--- config.mk ---
export PLATFORM = sky130hd
export DESIGN_NAME = regfile_bist_flat
export DESIGN_NICKNAME = d
export VERILOG_FILES = /design/src/rtl/regfile_bist_pkg.sv /design/src/rtl/regfile_bist_if.sv /design/src/rtl/regfile_bist_cmp.sv /design/src/rtl/regfile_bist.sv /design/src/flat_wrapper.sv
export SDC_FILE = /design/constraint.sdc
export NUM_CORES = 1
export LEC_CHECK = 0
export ABC_CLOCK_PERIOD_IN_PS = 6600
export CAP_MARGIN = 20
export CORE_UTILIZATION = 45
export DETAILED_ROUTE_END_ITERATION = 16
export HOLD_SLACK_MARGIN = 0.15
export PLACE_DENSITY = 0.84
export REMOVE_ABC_BUFFERS = 1
export SLEW_MARGIN = 20
export SYNTH_ARGS = -nofsm -noshare
export SYNTH_HDL_FRONTEND = slang
export SYNTH_SLANG_ARGS = --single-unit
--- constraint.sdc ---
create_clock -name clk_i -period 6.6 [get_ports clk_i]
set_input_delay 1.32 -clock clk_i [delete_from_list [all_inputs] [get_ports clk_i]]
set_output_delay 1.32 -clock clk_i [all_outputs]
set_load 0.01 [all_outputs]
--- src/rtl/regfile_bist_pkg.sv ---
// Shared types and helpers for the register-file BIST.
//   state_e   : test sequencer states
//   bist_pat  : scrambled data pattern for an address (optionally inverted)
//   bist_exp  : value a healthy regfile returns for that address (x0 reads 0)
package regfile_bist_pkg;

  localparam int REG_ADDR_W = 5;
  localparam int XLEN       = 32;

  typedef enum logic [2:0] {
    IDLE = 3'd0,
    WR   = 3'd1,
    RD   = 3'd2,
    WRI  = 3'd3,
    RDI  = 3'd4,
    DONE = 3'd5
  } state_e;

  // Address replicated with alternating polarity so every data bit is
  // toggled by some address bit, then scrambled by the seed.
  function automatic logic [XLEN-1:0] bist_pat(input logic [REG_ADDR_W-1:0] addr,
                                               input logic                  inv,
                                               input logic [XLEN-1:0]       seed);
    logic [XLEN-1:0] p;
    p = seed ^ {addr, ~addr, addr, ~addr, addr, ~addr, addr[4:3]};
    return inv ? ~p : p;
  endfunction

  // x0 is hardwired, so its read-back is always zero regardless of pattern.
  function automatic logic [XLEN-1:0] bist_exp(input logic [REG_ADDR_W-1:0] addr,
                                               input logic                  inv,
                                               input logic [XLEN-1:0]       seed);
    return (addr == '0) ? '0 : bist_pat(addr, inv, seed);
  endfunction

endpackage

--- src/rtl/regfile_bist_if.sv ---
// Register-file port bundle between the BIST initiator and the regfile.
//   rd_wren/rd_addr/rd_data : write port
//   rs1_addr/rs1_data       : read port 1 (data combinational from regfile)
//   rs2_addr/rs2_data       : read port 2 (data combinational from regfile)
// master = BIST side, slave = regfile side.
interface regfile_bist_if;
  import regfile_bist_pkg::*;

  logic                  rd_wren;
  logic [REG_ADDR_W-1:0] rd_addr;
  logic [XLEN-1:0]       rd_data;
  logic [REG_ADDR_W-1:0] rs1_addr;
  logic [REG_ADDR_W-1:0] rs2_addr;
  logic [XLEN-1:0]       rs1_data;
  logic [XLEN-1:0]       rs2_data;

  modport master (output rd_wren, rd_addr, rd_data, rs1_addr, rs2_addr,
                  input  rs1_data, rs2_data);
  modport slave  (input  rd_wren, rd_addr, rd_data, rs1_addr, rs2_addr,
                  output rs1_data, rs2_data);
endinterface

--- src/rtl/regfile_bist_cmp.sv ---
// Two-port read-data checker.
//   clr_i      : clears error count and first-fail address (new run)
//   en_i       : compare this cycle (read phase)
//   inv_i      : expect inverted pattern
//   rs*_addr_i : addresses presented on the read ports this cycle
//   rs*_data_i : data returned by the regfile
//   err_cnt_o  : saturating mismatch count (0..2 added per cycle)
//   fail_addr_o: address of the first mismatch of the run, rs1 before rs2
module regfile_bist_cmp
  import regfile_bist_pkg::*;
#(
  parameter logic [XLEN-1:0] SEED  = 32'hA5A5_5A5A,
  parameter int              ERR_W = 8
) (
  input  logic                  clk_i,
  input  logic                  rst_ni,
  input  logic                  clr_i,
  input  logic                  en_i,
  input  logic                  inv_i,
  input  logic [REG_ADDR_W-1:0] rs1_addr_i,
  input  logic [REG_ADDR_W-1:0] rs2_addr_i,
  input  logic [XLEN-1:0]       rs1_data_i,
  input  logic [XLEN-1:0]       rs2_data_i,
  output logic [ERR_W-1:0]      err_cnt_o,
  output logic [REG_ADDR_W-1:0] fail_addr_o
);

  logic           miss1, miss2;
  logic [1:0]     inc;
  logic [ERR_W:0] sum;
  logic [ERR_W-1:0] err_nxt;

  always_comb begin
    miss1   = en_i && (rs1_data_i !== bist_exp(rs1_addr_i, inv_i, SEED));
    miss2   = en_i && (rs2_data_i !== bist_exp(rs2_addr_i, inv_i, SEED));
    inc     = {1'b0, miss1} + {1'b0, miss2};
    sum     = {1'b0, err_cnt_o} + {{(ERR_W-1){1'b0}}, inc};
    err_nxt = sum[ERR_W] ? '1 : sum[ERR_W-1:0];
  end

  // err_cnt never returns to zero within a run, so zero marks "no fail yet".
  always_ff @(posedge clk_i or negedge rst_ni) begin
    if (!rst_ni) begin
      err_cnt_o   <= '0;
      fail_addr_o <= '0;
    end else if (clr_i) begin
      err_cnt_o   <= '0;
      fail_addr_o <= '0;
    end else if (miss1 || miss2) begin
      err_cnt_o <= err_nxt;
      if (err_cnt_o == '0) fail_addr_o <= miss1 ? rs1_addr_i : rs2_addr_i;
    end
  end

endmodule

--- src/rtl/regfile_bist.sv ---
// Power-on BIST initiator for the 32x32 RV32I register file.
// Writes pat(a) to every address, reads it back on both ports (rs2 walks
// the address space in reverse), then repeats with ~pat(a).
//   clk_i, rst_ni   : clock, async active-low reset
//   start_i         : begin a run (honoured in IDLE/DONE only)
//   abort_i         : return to IDLE; results so far are kept
//   rf              : regfile port bundle (master side)
//   busy_o/done_o   : run in progress / run complete (held)
//   pass_o          : done with zero errors
//   err_cnt_o       : mismatching port reads in the last run
//   fail_addr_o     : first failing address
module regfile_bist
  import regfile_bist_pkg::*;
#(
  parameter logic [XLEN-1:0] SEED  = 32'hA5A5_5A5A,
  parameter int              ERR_W = 8
) (
  input  logic                  clk_i,
  input  logic                  rst_ni,
  input  logic                  start_i,
  input  logic                  abort_i,
  regfile_bist_if.master        rf,
  output logic                  busy_o,
  output logic                  done_o,
  output logic                  pass_o,
  output logic [ERR_W-1:0]      err_cnt_o,
  output logic [REG_ADDR_W-1:0] fail_addr_o
);

  state_e                state_q, state_d;
  logic [REG_ADDR_W-1:0] addr_q, addr_d;
  logic                  start_acc;
  logic                  wr_d, rd_d;

  assign start_acc = !abort_i && start_i && (state_q == IDLE || state_q == DONE);

  always_comb begin
    state_d = state_q;
    addr_d  = addr_q;
    if (abort_i) begin
      state_d = IDLE;
      addr_d  = '0;
    end else begin
      case (state_q)
        IDLE, DONE: if (start_i) begin
          state_d = WR;
          addr_d  = '0;
        end
        WR, RD, WRI, RDI: begin
          addr_d = addr_q + 5'd1;   // wraps to 0 on the phase change
          if (addr_q == 5'd31) begin
            case (state_q)
              WR:      state_d = RD;
              RD:      state_d = WRI;
              WRI:     state_d = RDI;
              default: state_d = DONE;
            endcase
          end
        end
        default: begin
          state_d = IDLE;
          addr_d  = '0;
        end
      endcase
    end
    wr_d = (state_d == WR) || (state_d == WRI);
    rd_d = (state_d == RD) || (state_d == RDI);
  end

  // Port drive is registered from the next state so it lines up with state_q.
  always_ff @(posedge clk_i or negedge rst_ni) begin
    if (!rst_ni) begin
      state_q     <= IDLE;
      addr_q      <= '0;
      rf.rd_wren  <= 1'b0;
      rf.rd_addr  <= '0;
      rf.rd_data  <= '0;
      rf.rs1_addr <= '0;
      rf.rs2_addr <= '0;
      busy_o      <= 1'b0;
      done_o      <= 1'b0;
    end else begin
      state_q     <= state_d;
      addr_q      <= addr_d;
      rf.rd_wren  <= wr_d;
      rf.rd_addr  <= wr_d ? addr_d : '0;
      rf.rd_data  <= wr_d ? bist_pat(addr_d, state_d == WRI, SEED) : '0;
      rf.rs1_addr <= rd_d ? addr_d : '0;
      rf.rs2_addr <= rd_d ? ~addr_d : '0;
      busy_o      <= wr_d || rd_d;
      done_o      <= (state_d == DONE);
    end
  end

  // The compare on an aborting edge is dropped: the run is being abandoned.
  regfile_bist_cmp #(.SEED(SEED), .ERR_W(ERR_W)) u_cmp (
    .clk_i      (clk_i),
    .rst_ni     (rst_ni),
    .clr_i      (start_acc),
    .en_i       (!abort_i && (state_q == RD || state_q == RDI)),
    .inv_i      (state_q == RDI),
    .rs1_addr_i (rf.rs1_addr),
    .rs2_addr_i (rf.rs2_addr),
    .rs1_data_i (rf.rs1_data),
    .rs2_data_i (rf.rs2_data),
    .err_cnt_o  (err_cnt_o),
    .fail_addr_o(fail_addr_o)
  );

  assign pass_o = done_o && (err_cnt_o == '0);

endmodule

--- src/flat_wrapper.sv ---
// flat-port wrapper written by rule: the top's interface ports become plain ports
module regfile_bist_flat import regfile_bist_pkg::*;
#(
  parameter logic [XLEN-1:0] SEED  = 32'hA5A5_5A5A,
  parameter int              ERR_W = 8
)
  (clk_i, rst_ni, start_i, abort_i, busy_o, done_o, pass_o, err_cnt_o, fail_addr_o, rf_rd_wren, rf_rd_addr, rf_rd_data, rf_rs1_addr, rf_rs2_addr, rf_rs1_data, rf_rs2_data);
  regfile_bist_if rf_i ();
  input  logic clk_i;
  input  logic rst_ni;
  input  logic start_i;
  input  logic abort_i;
  output logic busy_o;
  output logic done_o;
  output logic pass_o;
  output logic [ERR_W-1:0] err_cnt_o;
  output logic [REG_ADDR_W-1:0] fail_addr_o;
  output wire logic [$bits(rf_i.rd_wren)-1:0] rf_rd_wren;
  output wire logic [$bits(rf_i.rd_addr)-1:0] rf_rd_addr;
  output wire logic [$bits(rf_i.rd_data)-1:0] rf_rd_data;
  output wire logic [$bits(rf_i.rs1_addr)-1:0] rf_rs1_addr;
  output wire logic [$bits(rf_i.rs2_addr)-1:0] rf_rs2_addr;
  input wire logic [$bits(rf_i.rs1_data)-1:0] rf_rs1_data;
  input wire logic [$bits(rf_i.rs2_data)-1:0] rf_rs2_data;
  assign rf_rd_wren = rf_i.rd_wren;
  assign rf_rd_addr = rf_i.rd_addr;
  assign rf_rd_data = rf_i.rd_data;
  assign rf_rs1_addr = rf_i.rs1_addr;
  assign rf_rs2_addr = rf_i.rs2_addr;
  assign rf_i.rs1_data = rf_rs1_data;
  assign rf_i.rs2_data = rf_rs2_data;
  regfile_bist #(.SEED(SEED), .ERR_W(ERR_W)) u_core (.clk_i(clk_i), .rst_ni(rst_ni), .start_i(start_i), .abort_i(abort_i), .rf(rf_i), .busy_o(busy_o), .done_o(done_o), .pass_o(pass_o), .err_cnt_o(err_cnt_o), .fail_addr_o(fail_addr_o));
endmodule
# Word-level counts from Yosys, hierarchy flattened
# Index checks and enable logic that the tools add are counted.
# totals
output_inout_bits	64
regBits	71
input_bits	68
# classes
add_sub_neg	3
eq_ne	13
muxes	24
reduce_logical	22
bitwise	9
# op_table
operator	n
two-way mux 32 bit	6
NOT 32 bit	3
case inequality test 32 bit	2
NOT 16 bit	3
two-way mux 5 bit	9
two-way mux 8 bit	3
NOT 5 bit	3
equality test 3 x 2 -> 1 bit (second input constant)	4
equality test 3 bit (second input constant)	4
zero test 5 bit	2
case mux 5 bit (2 select lines)	1
adder 8 x 2 -> 9 bit	1
two-way mux 3 bit	3
case mux 3 bit (3 select lines)	1
zero test 8 bit	1
equality test 3 x 1 -> 1 bit (second input constant)	2
logical AND 1 bit	6
logical OR 1 bit	6
case mux 3 bit (2 select lines)	1
adder 5 x 1 -> 5 bit (second input constant)	1
equality test 5 bit (second input constant)	1
nonzero test 2 bit	2
OR reduction 4 bit	1
zero test 3 bit	1
other kinds (4)	4

# Logic depth before layout (Yosys ltp)
# Gate-level depths: netlist (run 1).
# logic_depth
ltp_word	12
ltp_mapped	21
depth_no_buf	17

# Modules after synthesis
# A second synthesis (run 1) with hierarchy kept.
# unflattened
cells_unflattened	506
area_unflattened_um2	4311.6
# modules_own_cells
mod	cells_per_inst	n_inst	seq_area_each_um2	area_each_um2
regfile_bist_cmp	323	1	325.3	2399.8
regfile_bist	183	1	900.9	1911.8

# Least setup slack after synthesis (run 1)
# Ideal clock, no wire load.
# synth_path
path_kind	input-to-reg
start	in rf_rs1_data[3]
end	reg u_core.u_cmp.err_cnt_o[3]
setup_time_ns	0.138
t_required_ns	6.462
t_arrival_ns	4.256
stages	17
path_slack_ns	2.206
n_path_buf	0
path_cell_list	or4_1 -> mux2i_1 -> a31oi_1 -> o211ai_1 -> o211ai_1 -> nor4_4 -> nand2_1 -> nand2_1 -> fa_1 -> inv_1 -> ha_1 -> and3_1 -> and3_1 -> nand3_1 -> o21ai_0 -> a21oi_1 -> a311oi_1
# synth_via
elab_chain_len	7
word_cells_on_any_way	9
# synth_lines
item	line	source
start, declared	flat_wrapper.sv:23	input wire logic [$bits(rf_i.rs1_data)-1:0] rf_rs1_data;
case inequality test 32 bit (*)	regfile_bist_cmp.sv:34	miss1 = en_i && (rs1_data_i !== bist_exp(rs1_addr_i, inv_i, SEED));
logical AND 1 bit (*)	regfile_bist_cmp.sv:34	
adder 1 x 1 -> 2 bit	regfile_bist_cmp.sv:36	inc = {1'b0, miss1} + {1'b0, miss2};
adder 8 x 2 -> 9 bit	regfile_bist_cmp.sv:37	sum = {1'b0, err_cnt_o} + {{(ERR_W-1){1'b0}}, inc};
two-way mux 8 bit	regfile_bist_cmp.sv:38	err_nxt = sum[ERR_W] ? '1 : sum[ERR_W-1:0];
two-way mux 8 bit	regfile_bist_cmp.sv:49	end else if (miss1 || miss2) begin
two-way mux 8 bit	regfile_bist_cmp.sv:46	end else if (clr_i) begin
end signal, assigned	regfile_bist_cmp.sv:50	err_cnt_o <= err_nxt;
end, declared	regfile_bist_cmp.sv:24	output logic [ERR_W-1:0] err_cnt_o,
# Every way passes the cells marked *; elsewhere a longest branch is shown, timed or not. The select of a mux whose other input is x is not followed.
# A chain may end at the register's enable or synchronous reset.

# Worst setup path in the final report (run 1)
# layout_path
start	reg u_core.state_q[0]
end	reg u_core.u_cmp.err_cnt_o[3]
# layout_via
elab_chain_len	10
word_cells_on_any_way	23
# layout_lines
item	line	source
start, declared	regfile_bist.sv:30	state_e state_q, state_d;
start signal, assigned	regfile_bist.sv:83	state_q <= state_d;
equality test 3 bit	regfile_bist.sv:100, regfile_bist.sv:101	
two-way mux 32 bit	regfile_bist_pkg.sv:26	return inv ? ~p : p;
two-way mux 32 bit	regfile_bist_pkg.sv:33	return (addr == '0) ? '0 : bist_pat(addr, inv, seed);
case inequality test 32 bit (on tied branches)	regfile_bist_cmp.sv:34, regfile_bist_cmp.sv:35	
logical AND 1 bit (on tied branches)	regfile_bist_cmp.sv:34, regfile_bist_cmp.sv:35	
adder 1 x 1 -> 2 bit	regfile_bist_cmp.sv:36	
adder 8 x 2 -> 9 bit	regfile_bist_cmp.sv:37	
two-way mux 8 bit	regfile_bist_cmp.sv:38	
two-way mux 8 bit	regfile_bist_cmp.sv:49	
two-way mux 8 bit	regfile_bist_cmp.sv:46	
# Several ways; a longest one is shown, not always the timed one. The select of a mux whose other input is x is not followed.

==> report_table.html, run 1 <==
<table>
<tr><th>Metric</th><th>Value</th></tr>
<tr><th colspan="2">Route</th></tr>
<tr><td>Total number of vias</td><td>4,527</td></tr>
<tr><td>DRC viols</td><td>0</td></tr>
<tr><td>Final antenna-violating net count</td><td>0</td></tr>
<tr><td>Drt first pass iters</td><td>5</td></tr>
<tr><td>Violation count after the first detailed-routing iteration</td><td>210</td></tr>
<tr><td>Routed wire length per instance</td><td>16.0 um</td></tr>
<tr><td>Final wirelength</td><td>12,100 um</td></tr>
<tr><td>DR vias/cell</td><td>5.99</td></tr>
<tr><th colspan="2">Logic synthesis</th></tr>
<tr><td>Number of flops mapped to enable cells by yosys</td><td>0</td></tr>
<tr><td>Synth Area in Simple Gates</td><td>30.7%</td></tr>
<tr><td>Sequential share of the synthesized area</td><td>28.3%</td></tr>
<tr><td>Average footprint of a synthesized cell</td><td>about 8 sq um</td></tr>
<tr><td>Number of distinct library cells after synthesis</td><td>73</td></tr>
<tr><td>Total number of yosys warnings</td><td>0</td></tr>
<tr><td>Multiplexer share of the synthesized area</td><td>2.91%</td></tr>
<tr><td>XOR/XNOR share of the synthesized area</td><td>5.65%</td></tr>
<tr><td>Gate count of the mapped netlist</td><td>approximately 540</td></tr>
<tr><td>Compound-gate portion of the synthesized area</td><td>22.4%</td></tr>
<tr><td>Fraction of the mapped netlist area in adder cells</td><td>1.33%</td></tr>
<tr><td>Share of synthesized flip-flops with an asynchronous set or reset</td><td>100%</td></tr>
<tr><td>Total of flip-flops plus latches after synthesis</td><td>49</td></tr>
<tr><td>Cell area after technology mapping</td><td>4340 sq um</td></tr>
<tr><td>Dominant combinational cell family by area after synthesis</td><td>simple AND/OR/NAND/NOR gates</td></tr>
<tr><td>Post-synth top flop</td><td>sky130_fd_sc_hd__dfrtp_1</td></tr>
<tr><th colspan="2">Finish</th></tr>
<tr><td>Cell Count, Final, Fillers Out</td><td>756</td></tr>
<tr><td>Reg area</td><td>1230 sq um</td></tr>
<tr><td>Growth of design area from synthesis to finish</td><td>29.6%</td></tr>
<tr><td>Antenna Diode Count</td><td>0</td></tr>
<tr><td>Area of the multi-input gates</td><td>between 2000 and 3000 sq um</td></tr>
<tr><td>Count of fill cells added during filler insertion</td><td>805</td></tr>
<tr><td>Core Util, Final</td><td>60.5%</td></tr>
<tr><td>Final net count</td><td>698</td></tr>
<tr><td>Fraction of layout cells with a size suffix above 1</td><td>5.10%</td></tr>
<tr><th colspan="2">Floorplan</th></tr>
<tr><td>Die width</td><td>100 um</td></tr>
<tr><td>CORE AREA</td><td>9280 sq um</td></tr>
<tr><td>I/O pin count</td><td>132</td></tr>
<tr><td>Overall die height</td><td>100 um</td></tr>
<tr><td>Initial standard-cell utilization of the core</td><td>46.7%</td></tr>
<tr><td>Total Die Area</td><td>~10,000 sq um</td></tr>
<tr><td>Total number of placement rows</td><td>35</td></tr>
<tr><th colspan="2">CTS</th></tr>
<tr><td>Buffers from clock root to sink, at most</td><td>2</td></tr>
<tr><td>Number of sinks on the clock net</td><td>49</td></tr>
<tr><td>Source-to-sink clock delay at the later pin of the worst-skew pair</td><td>approximately 0.31 ns</td></tr>
<tr><td>Buffer cell driving the clock tree root</td><td>sky130_fd_sc_hd__clkbuf_8</td></tr>
<tr><td>Post-CTS repair timing setup buffer count</td><td>0</td></tr>
<tr><td>Htree depth</td><td>2</td></tr>
<tr><td>Count of hold buffers inserted by post-cts repair</td><td>0</td></tr>
<tr><td>Number of buffers created by CTS</td><td>5</td></tr>
<tr><td>TritonCTS clock tree</td><td>done</td></tr>
<tr><td>Resized Gates After CTS</td><td>0</td></tr>
<tr><td>Clock Pin Slew Worst Setup and Hold Paths</td><td>about 0.10 ns</td></tr>
<tr><th colspan="2">Timing</th></tr>
<tr><td>Sum Neg Setup Slack</td><td>0 ns</td></tr>
<tr><td>Period utilisation layout</td><td>a little under 80%</td></tr>
<tr><td>Clock period minus final worst setup slack</td><td>5.11 ns</td></tr>
<tr><td>Worst slew margin relative to its limit</td><td>38.3%</td></tr>
<tr><td>Worst Tran Pin Value</td><td>0.926 ns</td></tr>
<tr><td>Final setup violating endpoints</td><td>0</td></tr>
<tr><td>Unrepaired setup endpoints after global routing</td><td>no</td></tr>
<tr><td>Endpoints failing hold</td><td>0</td></tr>
<tr><td>Max Freq</td><td>about 200 MHz</td></tr>
<tr><td>Max-slew violations</td><td>0</td></tr>
<tr><td>Setup clock skew after layout</td><td>0.00951 ns</td></tr>
<tr><th colspan="2">Power</th></tr>
<tr><td>Sequential cell fraction of total power</td><td>49.0%</td></tr>
<tr><td>Logic pwr share</td><td>20.4%</td></tr>
<tr><td>Net Sw Frac</td><td>26.9%</td></tr>
<tr><td>Share of power burned in the clock network</td><td>roughly 31%</td></tr>
<tr><td>Sw power</td><td>0.170 mW</td></tr>
<tr><td>Ratio of total power to cell area</td><td>113 nW/um^2</td></tr>
<tr><td>Internal</td><td>0.464 mW</td></tr>
<tr><td>Peak supply drop</td><td>around 0.00010 V</td></tr>
<tr><td>P_leak</td><td>2.19 nW</td></tr>
<tr><th colspan="2">Global route</th></tr>
<tr><td>Number of antenna violations at the first check in global routing</td><td>0</td></tr>
<tr><td>Busiest grt layer</td><td>met2</td></tr>
<tr><td>First-pass GRT wire length</td><td>about 20,000 um</td></tr>
<tr><td>Via count of the first global-routing pass</td><td>4,407</td></tr>
<tr><td>Combined global-route utilization of all metal layers</td><td>24.1%</td></tr>
<tr><td>Grt ovf</td><td>0</td></tr>
<tr><td>Global routing met3 resource utilization</td><td>approximately 4.3%</td></tr>
<tr><td>Largest net degree at the start of global routing</td><td>50</td></tr>
<tr><td>Grt met1 use</td><td>31.1%</td></tr>
<tr><td>Global Route met2 Usage</td><td>41.7%</td></tr>
<tr><th colspan="2">Worst setup path</th></tr>
<tr><td>Kind of critical path</td><td>reg -&gt; reg</td></tr>
<tr><td>Crit end category</td><td>flip-flop</td></tr>
<tr><td>Critical Path Fanout Max</td><td>42</td></tr>
<tr><td>Crit path launch type</td><td>flip-flop</td></tr>
<tr><td>Crit path DAT</td><td>5.27 ns</td></tr>
<tr><td>R2R Setup Slk</td><td>1.49 ns</td></tr>
<tr><td>Data required time of the critical path</td><td>6.76 ns</td></tr>
<tr><th colspan="2">Placement</th></tr>
<tr><td>Cell count after placement</td><td>748</td></tr>
<tr><td>Port Buf Inserts</td><td>131</td></tr>
<tr><td>Routability congestion estimate from global placement</td><td>0.861</td></tr>
<tr><td>Post-detailed-placement half-perimeter wirelength</td><td>8810 um</td></tr>
<tr><th colspan="2">Worst hold path</th></tr>
<tr><td>Hold/Removal Path Class</td><td>reg -&gt; reg</td></tr>
<tr><th colspan="2">Run</th></tr>
<tr><td>Max_cap viols</td><td>0</td></tr>
<tr><th colspan="2">Status</th></tr>
<tr><td>Run status</td><td>completed</td></tr>
</table>
[metal layers]
layer,vias up,share of wire (%)
met1,2175,43
met5,-,0
met2,169,50
li1,2166,-
met4,0,1.2
met3,17,6.3
[cell families after synthesis]
kind of cell,after synthesis
and+or+nand+nor,243
adders and majority gates,4
DFF,49
xor gates and xnor gates,28
buffers and inverters,74
muxes,12
AOI/OAI and AO/OA,133
[Yosys cell counts, types with 4 or more instances]
master	number	area [sq um]
sky130_fd_sc_hd__a221o_1	5	50.1
sky130_fd_sc_hd__nand4_1	5	31.3
sky130_fd_sc_hd__and2_1	6	37.5
sky130_fd_sc_hd__buf_1	5	18.8
sky130_fd_sc_hd__nand3_1	18	90.1
sky130_fd_sc_hd__o32ai_1	4	35.0
sky130_fd_sc_hd__nand4b_1	9	78.8
sky130_fd_sc_hd__or3_1	6	37.5
sky130_fd_sc_hd__a211oi_1	7	52.6
sky130_fd_sc_hd__nor4_1	5	31.3
sky130_fd_sc_hd__nor3_1	30	150
sky130_fd_sc_hd__o21ai_1	4	20.0
sky130_fd_sc_hd__nand3b_1	5	37.5
sky130_fd_sc_hd__or4_1	4	30.0
sky130_fd_sc_hd__o2111ai_1	5	43.8
sky130_fd_sc_hd__and3_1	14	87.6
sky130_fd_sc_hd__dfrtp_1	49	1230
sky130_fd_sc_hd__nor3b_1	5	37.5
sky130_fd_sc_hd__mux2i_1	7	70.1
sky130_fd_sc_hd__a31oi_1	9	56.3
sky130_fd_sc_hd__a311oi_1	6	52.6
sky130_fd_sc_hd__nand2b_1	7	43.8
sky130_fd_sc_hd__xor2_1	12	105
sky130_fd_sc_hd__xnor2_1	16	140
sky130_fd_sc_hd__nand2_1	37	139
sky130_fd_sc_hd__o31ai_1	6	45.0
sky130_fd_sc_hd__mux2_2	5	56.3
sky130_fd_sc_hd__buf_4	23	173
sky130_fd_sc_hd__nor2_1	63	236
sky130_fd_sc_hd__clkbuf_1	23	86.3
sky130_fd_sc_hd__a22oi_1	7	52.6
sky130_fd_sc_hd__buf_2	7	35.0
sky130_fd_sc_hd__o21ai_0	19	95.1
sky130_fd_sc_hd__inv_1	15	56.3
sky130_fd_sc_hd__o21a_1	4	30.0
sky130_fd_sc_hd__o211ai_1	6	45.0
sky130_fd_sc_hd__a21oi_1	20	100
sky130_fd_sc_hd__nor2b_1	8	50.1
[metrics by stage]
stage	total power, mW	instance area (sq um)	hold WS (ns)	worst slack [ns]
2_1_floorplan	0.359	4010	0.576	1.64
3_5_place_dp	0.444	5520	0.611	1.26
6_report	0.634	5620	0.622	1.49
4_1_cts	0.636	5620	0.629	1.50
3_3_place_gp	0.440	5520	0.589	1.41
5_1_grt	0.659	5620	0.668	1.14
[cell usage in the layout (no fill, tap or decap), types with 6 or more instances in the layout]
cell	count
sky130_fd_sc_hd__a22oi_1	7
sky130_fd_sc_hd__and3_1	14
sky130_fd_sc_hd__or3_1	6
sky130_fd_sc_hd__nor2_1	63
sky130_fd_sc_hd__o31ai_1	6
sky130_fd_sc_hd__mux2i_1	7
sky130_fd_sc_hd__dfrtp_1	49
sky130_fd_sc_hd__xnor2_1	16
sky130_fd_sc_hd__xor2_1	12
sky130_fd_sc_hd__nor3_1	30
sky130_fd_sc_hd__a31oi_1	9
sky130_fd_sc_hd__inv_1	15
sky130_fd_sc_hd__nor2b_1	8
sky130_fd_sc_hd__a311oi_1	6
sky130_fd_sc_hd__and2_1	6
sky130_fd_sc_hd__o21ai_0	19
sky130_fd_sc_hd__nand2b_1	7
sky130_fd_sc_hd__a211oi_1	7
sky130_fd_sc_hd__clkdlybuf4s50_1	130
sky130_fd_sc_hd__clkbuf_8	6
sky130_fd_sc_hd__nand2_1	37
sky130_fd_sc_hd__a21oi_1	20
sky130_fd_sc_hd__nand4b_1	9
sky130_fd_sc_hd__nand3_1	18
sky130_fd_sc_hd__o211ai_1	6
[flip-flops by register name, summed over array words and instances, names as in the netlist]
register / count
u_core.rf.rd_data: 10
u_core.u_cmp.err_cnt_o: 8
u_core.addr_q: 5
u_core.rf.rd_addr: 5
u_core.rf.rs1_addr: 5
u_core.rf.rs2_addr: 5
u_core.u_cmp.fail_addr_o: 5
u_core.state_q: 3
u_core.busy_o: 1
u_core.done_o: 1
u_core.rf.rd_wren: 1
[area by class of cell]
type	count	area share, %
inverter	15	1.00
timing repair buffer	135	23.8
multi-input combinational	420	48.7
sequential	49	21.8
tap	129	2.87
clock inverter	2	0.312
clock buffer	6	1.47
[power by group through the flow]
stage	sequential, mW	clock [mW]	combinational, mW
floorplan	0.320	0	0.0396
global placement	0.316	0	0.124
detailed placement	0.316	0	0.128
CTS	0.310	0.196	0.129
global route	0.311	0.208	0.140
finish	0.310	0.194	0.129
[final timing paths]
path                                                    startpoint                                      end  cells past startpoint
max in group asynchronous                                   rst_ni          u_core.rf.rs1_addr[1]$_DFF_PN0_                      1
min in group asynchronous                                   rst_ni                  u_core.busy_o$_DFF_PN0_                      1
max                                    u_core.state_q[0]$_DFF_PN0_    u_core.u_cmp.err_cnt_o[3]$_DFFE_PN0P_                     17
max reg2reg                            u_core.state_q[0]$_DFF_PN0_    u_core.u_cmp.err_cnt_o[3]$_DFFE_PN0P_                     17
min                        u_core.u_cmp.fail_addr_o[4]$_DFFE_PN0P_  u_core.u_cmp.fail_addr_o[4]$_DFFE_PN0P_                      3
min reg2reg                u_core.u_cmp.fail_addr_o[4]$_DFFE_PN0P_  u_core.u_cmp.fail_addr_o[4]$_DFFE_PN0P_                      3
[worst max-delay path: stages, from the launching register on]
cell and delay [ns]:
sky130_fd_sc_hd__dfrtp_1 0.61, sky130_fd_sc_hd__or3b_2 0.89, sky130_fd_sc_hd__xnor2_1 0.28, sky130_fd_sc_hd__or4b_2 0.65, sky130_fd_sc_hd__o311ai_1 0.09, sky130_fd_sc_hd__nand3_1 0.18
sky130_fd_sc_hd__nor4_4 0.40, sky130_fd_sc_hd__nand2_1 0.15, sky130_fd_sc_hd__nand2_1 0.12, sky130_fd_sc_hd__fa_1 0.24, sky130_fd_sc_hd__inv_1 0.08, sky130_fd_sc_hd__ha_1 0.22
sky130_fd_sc_hd__and3_1 0.21, sky130_fd_sc_hd__and3_1 0.21, sky130_fd_sc_hd__nand3_1 0.24, sky130_fd_sc_hd__o21ai_0 0.14, sky130_fd_sc_hd__a21oi_1 0.16, sky130_fd_sc_hd__a311oi_1 0.06
(Power assumes the default switching activity.)
==> run 2: changes to the inputs <==
--- a/config.mk
+++ b/config.mk
@@ -5,12 +5,12 @@
 export SDC_FILE = /design/constraint.sdc
 export NUM_CORES = 1
 export LEC_CHECK = 0
-export ABC_CLOCK_PERIOD_IN_PS = 6600
+export ABC_CLOCK_PERIOD_IN_PS = 4660
 export CAP_MARGIN = 20
-export CORE_UTILIZATION = 45
+export CORE_UTILIZATION = 44
 export DETAILED_ROUTE_END_ITERATION = 16
 export HOLD_SLACK_MARGIN = 0.15
-export PLACE_DENSITY = 0.84
+export PLACE_DENSITY = 0.86
 export REMOVE_ABC_BUFFERS = 1
 export SLEW_MARGIN = 20
 export SYNTH_ARGS = -nofsm -noshare
==> constraint.sdc (replaced) <==
create_clock -name clk_i -period 4.66 [get_ports clk_i]
set_input_delay 0.932 -clock clk_i [delete_from_list [all_inputs] [get_ports clk_i]]
set_output_delay 0.932 -clock clk_i [all_outputs]
set_load 0.01 [all_outputs]
==> run 2 against run 1 <==
Effect of this change: sequential power up 41%; clock-buffer cell count did not move; largest power group unchanged; largest cell class unchanged; clock skew about the same.
==> report_table.html, run 2 (synthesized netlist as in run 1, its figures left out) <==
<table>
<tr><th>Metric</th><th>Value</th></tr>
<tr><th colspan="2">Placement</th></tr>
<tr><td>Cell count after placement</td><td>771 (+3.1%)</td></tr>
<tr><td>Routability congestion estimate from global placement</td><td>0.911 (+5.8%)</td></tr>
<tr><td>Post-detailed-placement half-perimeter wirelength</td><td>9360 um (+6.3%)</td></tr>
<tr><td>Port Buf Inserts</td><td>131 (unchanged)</td></tr>
<tr><th colspan="2">Finish</th></tr>
<tr><td>Cell Count, Final, Fillers Out</td><td>782 (+3.4%)</td></tr>
<tr><td>Growth of design area from synthesis to finish</td><td>34.2%</td></tr>
<tr><td>Core Util, Final</td><td>61.8% (+1.3 points)</td></tr>
<tr><td>Fraction of layout cells with a size suffix above 1</td><td>9.04% (+3.9 points)</td></tr>
<tr><td>Leading registers by flop count</td><td>u_core.rf.rd_data x10, u_core.u_cmp.err_cnt_o x8</td></tr>
<tr><td>Reg with most FFs</td><td>u_core.rf.rd_data</td></tr>
<tr><td>Leading cell types in the layout, fill and taps excluded</td><td>130 x sky130_fd_sc_hd__clkdlybuf4s50_1, 63 x sky130_fd_sc_hd__nor2_1, 49 x sky130_fd_sc_hd__dfrtp_1</td></tr>
<tr><td>Most common library cell in the layout ignoring fill and taps</td><td>sky130_fd_sc_hd__clkdlybuf4s50_1</td></tr>
<tr><td>Antenna Diode Count</td><td>0 (unchanged)</td></tr>
<tr><td>Number of flip-flops in the largest register</td><td>10 (unchanged)</td></tr>
<tr><td>Final net count</td><td>724 (+3.7%)</td></tr>
<tr><th colspan="2">CTS</th></tr>
<tr><td>TritonCTS clock tree</td><td>done</td></tr>
<tr><td>Number of buffers created by CTS</td><td>5 (unchanged)</td></tr>
<tr><td>Buffer cell driving the clock tree root</td><td>sky130_fd_sc_hd__clkbuf_8</td></tr>
<tr><td>Number of sinks on the clock net</td><td>49 (unchanged)</td></tr>
<tr><td>Count of hold buffers inserted by post-cts repair</td><td>0 (unchanged)</td></tr>
<tr><td>Htree depth</td><td>2 (unchanged)</td></tr>
<tr><td>Clock Pin Slew Worst Setup and Hold Paths</td><td>0.10 ns (about the same)</td></tr>
<tr><td>Buffers from clock root to sink, at most</td><td>2 (unchanged)</td></tr>
<tr><td>Source-to-sink clock delay at the later pin of the worst-skew pair</td><td>0.31 ns (about the same)</td></tr>
<tr><th colspan="2">Global route</th></tr>
<tr><td>Via count of the first global-routing pass</td><td>4,248 (-3.6%)</td></tr>
<tr><td>Largest net degree at the start of global routing</td><td>50 (unchanged)</td></tr>
<tr><td>First-pass GRT wire length</td><td>20,300 um (+2.2%)</td></tr>
<tr><td>Grt ovf</td><td>0 (unchanged)</td></tr>
<tr><td>Number of antenna violations at the first check in global routing</td><td>0 (unchanged)</td></tr>
<tr><td>Combined global-route utilization of all metal layers</td><td>24.6% (+0.50 points)</td></tr>
<tr><th colspan="2">Worst setup path</th></tr>
<tr><td>Data required time of the critical path</td><td>4.83 ns (-1.93 ns)</td></tr>
<tr><td>Crit end category</td><td>flip-flop</td></tr>
<tr><td>Crit path launch type</td><td>input pin</td></tr>
<tr><td>Crit path DAT</td><td>4.50 ns (-0.77 ns)</td></tr>
<tr><td>Kind of critical path</td><td>in -&gt; reg</td></tr>
<tr><td>Critical Path Fanout Max</td><td>6 (-86%)</td></tr>
<tr><th colspan="2">Floorplan</th></tr>
<tr><td>Total Die Area</td><td>10,300 sq um (+2.2%)</td></tr>
<tr><td>I/O pin count</td><td>132 (unchanged)</td></tr>
<tr><td>Total number of placement rows</td><td>35 (unchanged)</td></tr>
<tr><td>Overall die height</td><td>101 um (+1.1%)</td></tr>
<tr><td>Initial standard-cell utilization of the core</td><td>46.1% (-0.65 points)</td></tr>
<tr><td>Die width</td><td>101 um (+1.1%)</td></tr>
<tr><td>CORE AREA</td><td>9420 sq um (+1.4%)</td></tr>
<tr><th colspan="2">Route</th></tr>
<tr><td>DRC viols</td><td>0 (unchanged)</td></tr>
<tr><td>DR vias/cell</td><td>5.88 (-1.7%)</td></tr>
<tr><td>Drt first pass iters</td><td>5 (unchanged)</td></tr>
<tr><td>Final antenna-violating net count</td><td>0 (unchanged)</td></tr>
<tr><td>Violation count after the first detailed-routing iteration</td><td>179 (-15%)</td></tr>
<tr><td>Routed wire length per instance</td><td>16.3 um (+1.9%)</td></tr>
<tr><td>Final wirelength</td><td>12,800 um (+5.4%)</td></tr>
<tr><td>Total number of vias</td><td>4,601 (+1.6%)</td></tr>
<tr><th colspan="2">Timing</th></tr>
<tr><td>Worst Tran Pin Value</td><td>0.603 ns (-0.323 ns)</td></tr>
<tr><td>Worst slew margin relative to its limit</td><td>59.6% (+21 points)</td></tr>
<tr><td>Max-slew violations</td><td>0 (unchanged)</td></tr>
<tr><td>Endpoints failing hold</td><td>0 (unchanged)</td></tr>
<tr><td>Max Freq</td><td>230 MHz</td></tr>
<tr><td>Setup clock skew after layout</td><td>0.00944 ns (-0.0000691 ns)</td></tr>
<tr><td>Final setup violating endpoints</td><td>0 (unchanged)</td></tr>
<tr><td>Unrepaired setup endpoints after global routing</td><td>no</td></tr>
<tr><td>Period utilisation layout</td><td>93.1%</td></tr>
<tr><td>Sum Neg Setup Slack</td><td>0 ns (unchanged)</td></tr>
<tr><td>Clock period minus final worst setup slack</td><td>4.34 ns</td></tr>
<tr><th colspan="2">Status</th></tr>
<tr><td>Run status</td><td>completed</td></tr>
<tr><th colspan="2">Run</th></tr>
<tr><td>Max_cap viols</td><td>0 (unchanged)</td></tr>
<tr><th colspan="2">Power</th></tr>
<tr><td>Ratio of total power to cell area</td><td>152 nW/um^2 (+35%)</td></tr>
<tr><td>Peak supply drop</td><td>0.000155 V (+54%)</td></tr>
<tr><td>P_leak</td><td>2.31 nW (+5.7%)</td></tr>
<tr><th colspan="2">Worst hold path</th></tr>
<tr><td>Hold/Removal Path Class</td><td>reg -&gt; reg</td></tr>
</table>
## run 2: changes by cell type in the layout (fill, tap and decap cells not counted), sizes merged
cell	delta
clkinvlp	+2
clkinv	-1
buf	+26
inv	-1
## run 2: path summary, 6_finish.rpt
check | start | to | depth (start not counted) | slack, ns
min in group asynchronous | rst_ni | u_core.busy_o$_DFF_PN0_ | 1 | 0.63
hold / removal | u_core.rf.rs2_addr[2]$_DFF_PN0_ | u_core.u_cmp.fail_addr_o[2]$_DFFE_PN0P_ | 1 | 0.59
setup reg to reg | u_core.state_q[1]$_DFF_PN0_ | u_core.u_cmp.err_cnt_o[3]$_DFFE_PN0P_ | 17 | 0.42
hold reg to reg | u_core.rf.rs2_addr[2]$_DFF_PN0_ | u_core.u_cmp.fail_addr_o[2]$_DFFE_PN0P_ | 1 | 0.59
setup / recovery | rf_rs1_data[8] | u_core.u_cmp.err_cnt_o[3]$_DFFE_PN0P_ | 18 | 0.32
max in group asynchronous | rst_ni | u_core.u_cmp.fail_addr_o[1]$_DFFE_PN0P_ | 1 | 3.62
## run 2: routing by layer
| layer | wire length, um | global-route usage (%) | part of all wire (%) | vias to the layer above |
|---|---|---|---|---|
| li1 | - | - | - | 2235 |
| met1 | 5660 | 32.5 | 44 | 2162 |
| met4 | 314 | 7.25 | 2.5 | 0 |
| met2 | 6070 | 41.8 | 48 | 178 |
| met5 | 0 | 0 | 0 | - |
| met3 | 718 | 3.59 | 5.6 | 26 |
## run 2: layout make-up
type,instances,area (sq um)
tap,129,161
multi-input combinational,420,2750
inverter,15,56.3
sequential,49,1230
clock inverter,2,15.0
timing repair buffer,161,1550
fill,801,3590
clock buffer,6,72.6
## run 2: through the flow
step                area, sq um  total power [mW]  hold slack, ns  setup slack (ns)
floorplan                  4010             0.509           0.576            -0.296
global placement           5700             0.628           0.554           0.00544
detailed placement         5700             0.633           0.571           -0.0576
CTS                        5790             0.885           0.601             0.283
global route               5820             0.919           0.609            0.0901
finish                     5820             0.884           0.594             0.321
## run 2: report_power, final
part	internal (mW)	switching [mW]	leakage, nW	total (mW)
combinational	0.104	0.0857	1.60	0.190
sequential	0.432	0.00545	0.674	0.437
clock	0.106	0.150	0.0374	0.256
## run 2: repair_timing
item | 4_1_cts | 5_1_grt
setup endpoints to repair | 0 | 4
buffers inserted | 0 | 3
gates resized for setup | 0 | 2
endpoints found under the hold margin | 0 | 0
## run 2: critical path, stage by stage
cell	delay (ns)
sky130_fd_sc_hd__clkdlybuf4s50_1	0.45
sky130_fd_sc_hd__or4_1	0.58
sky130_fd_sc_hd__mux2i_1	0.18
sky130_fd_sc_hd__a31oi_1	0.10
sky130_fd_sc_hd__o211ai_1	0.10
sky130_fd_sc_hd__o211ai_1	0.15
sky130_fd_sc_hd__nor4_4	0.38
sky130_fd_sc_hd__nand2_1	0.13
sky130_fd_sc_hd__nand2_1	0.11
sky130_fd_sc_hd__fa_1	0.24
sky130_fd_sc_hd__inv_1	0.08
sky130_fd_sc_hd__ha_1	0.22
sky130_fd_sc_hd__and3_1	0.21
sky130_fd_sc_hd__and3_1	0.22
sky130_fd_sc_hd__nand3_2	0.13
sky130_fd_sc_hd__o21ai_0	0.10
sky130_fd_sc_hd__a21oi_1	0.14
sky130_fd_sc_hd__a311oi_1	0.06
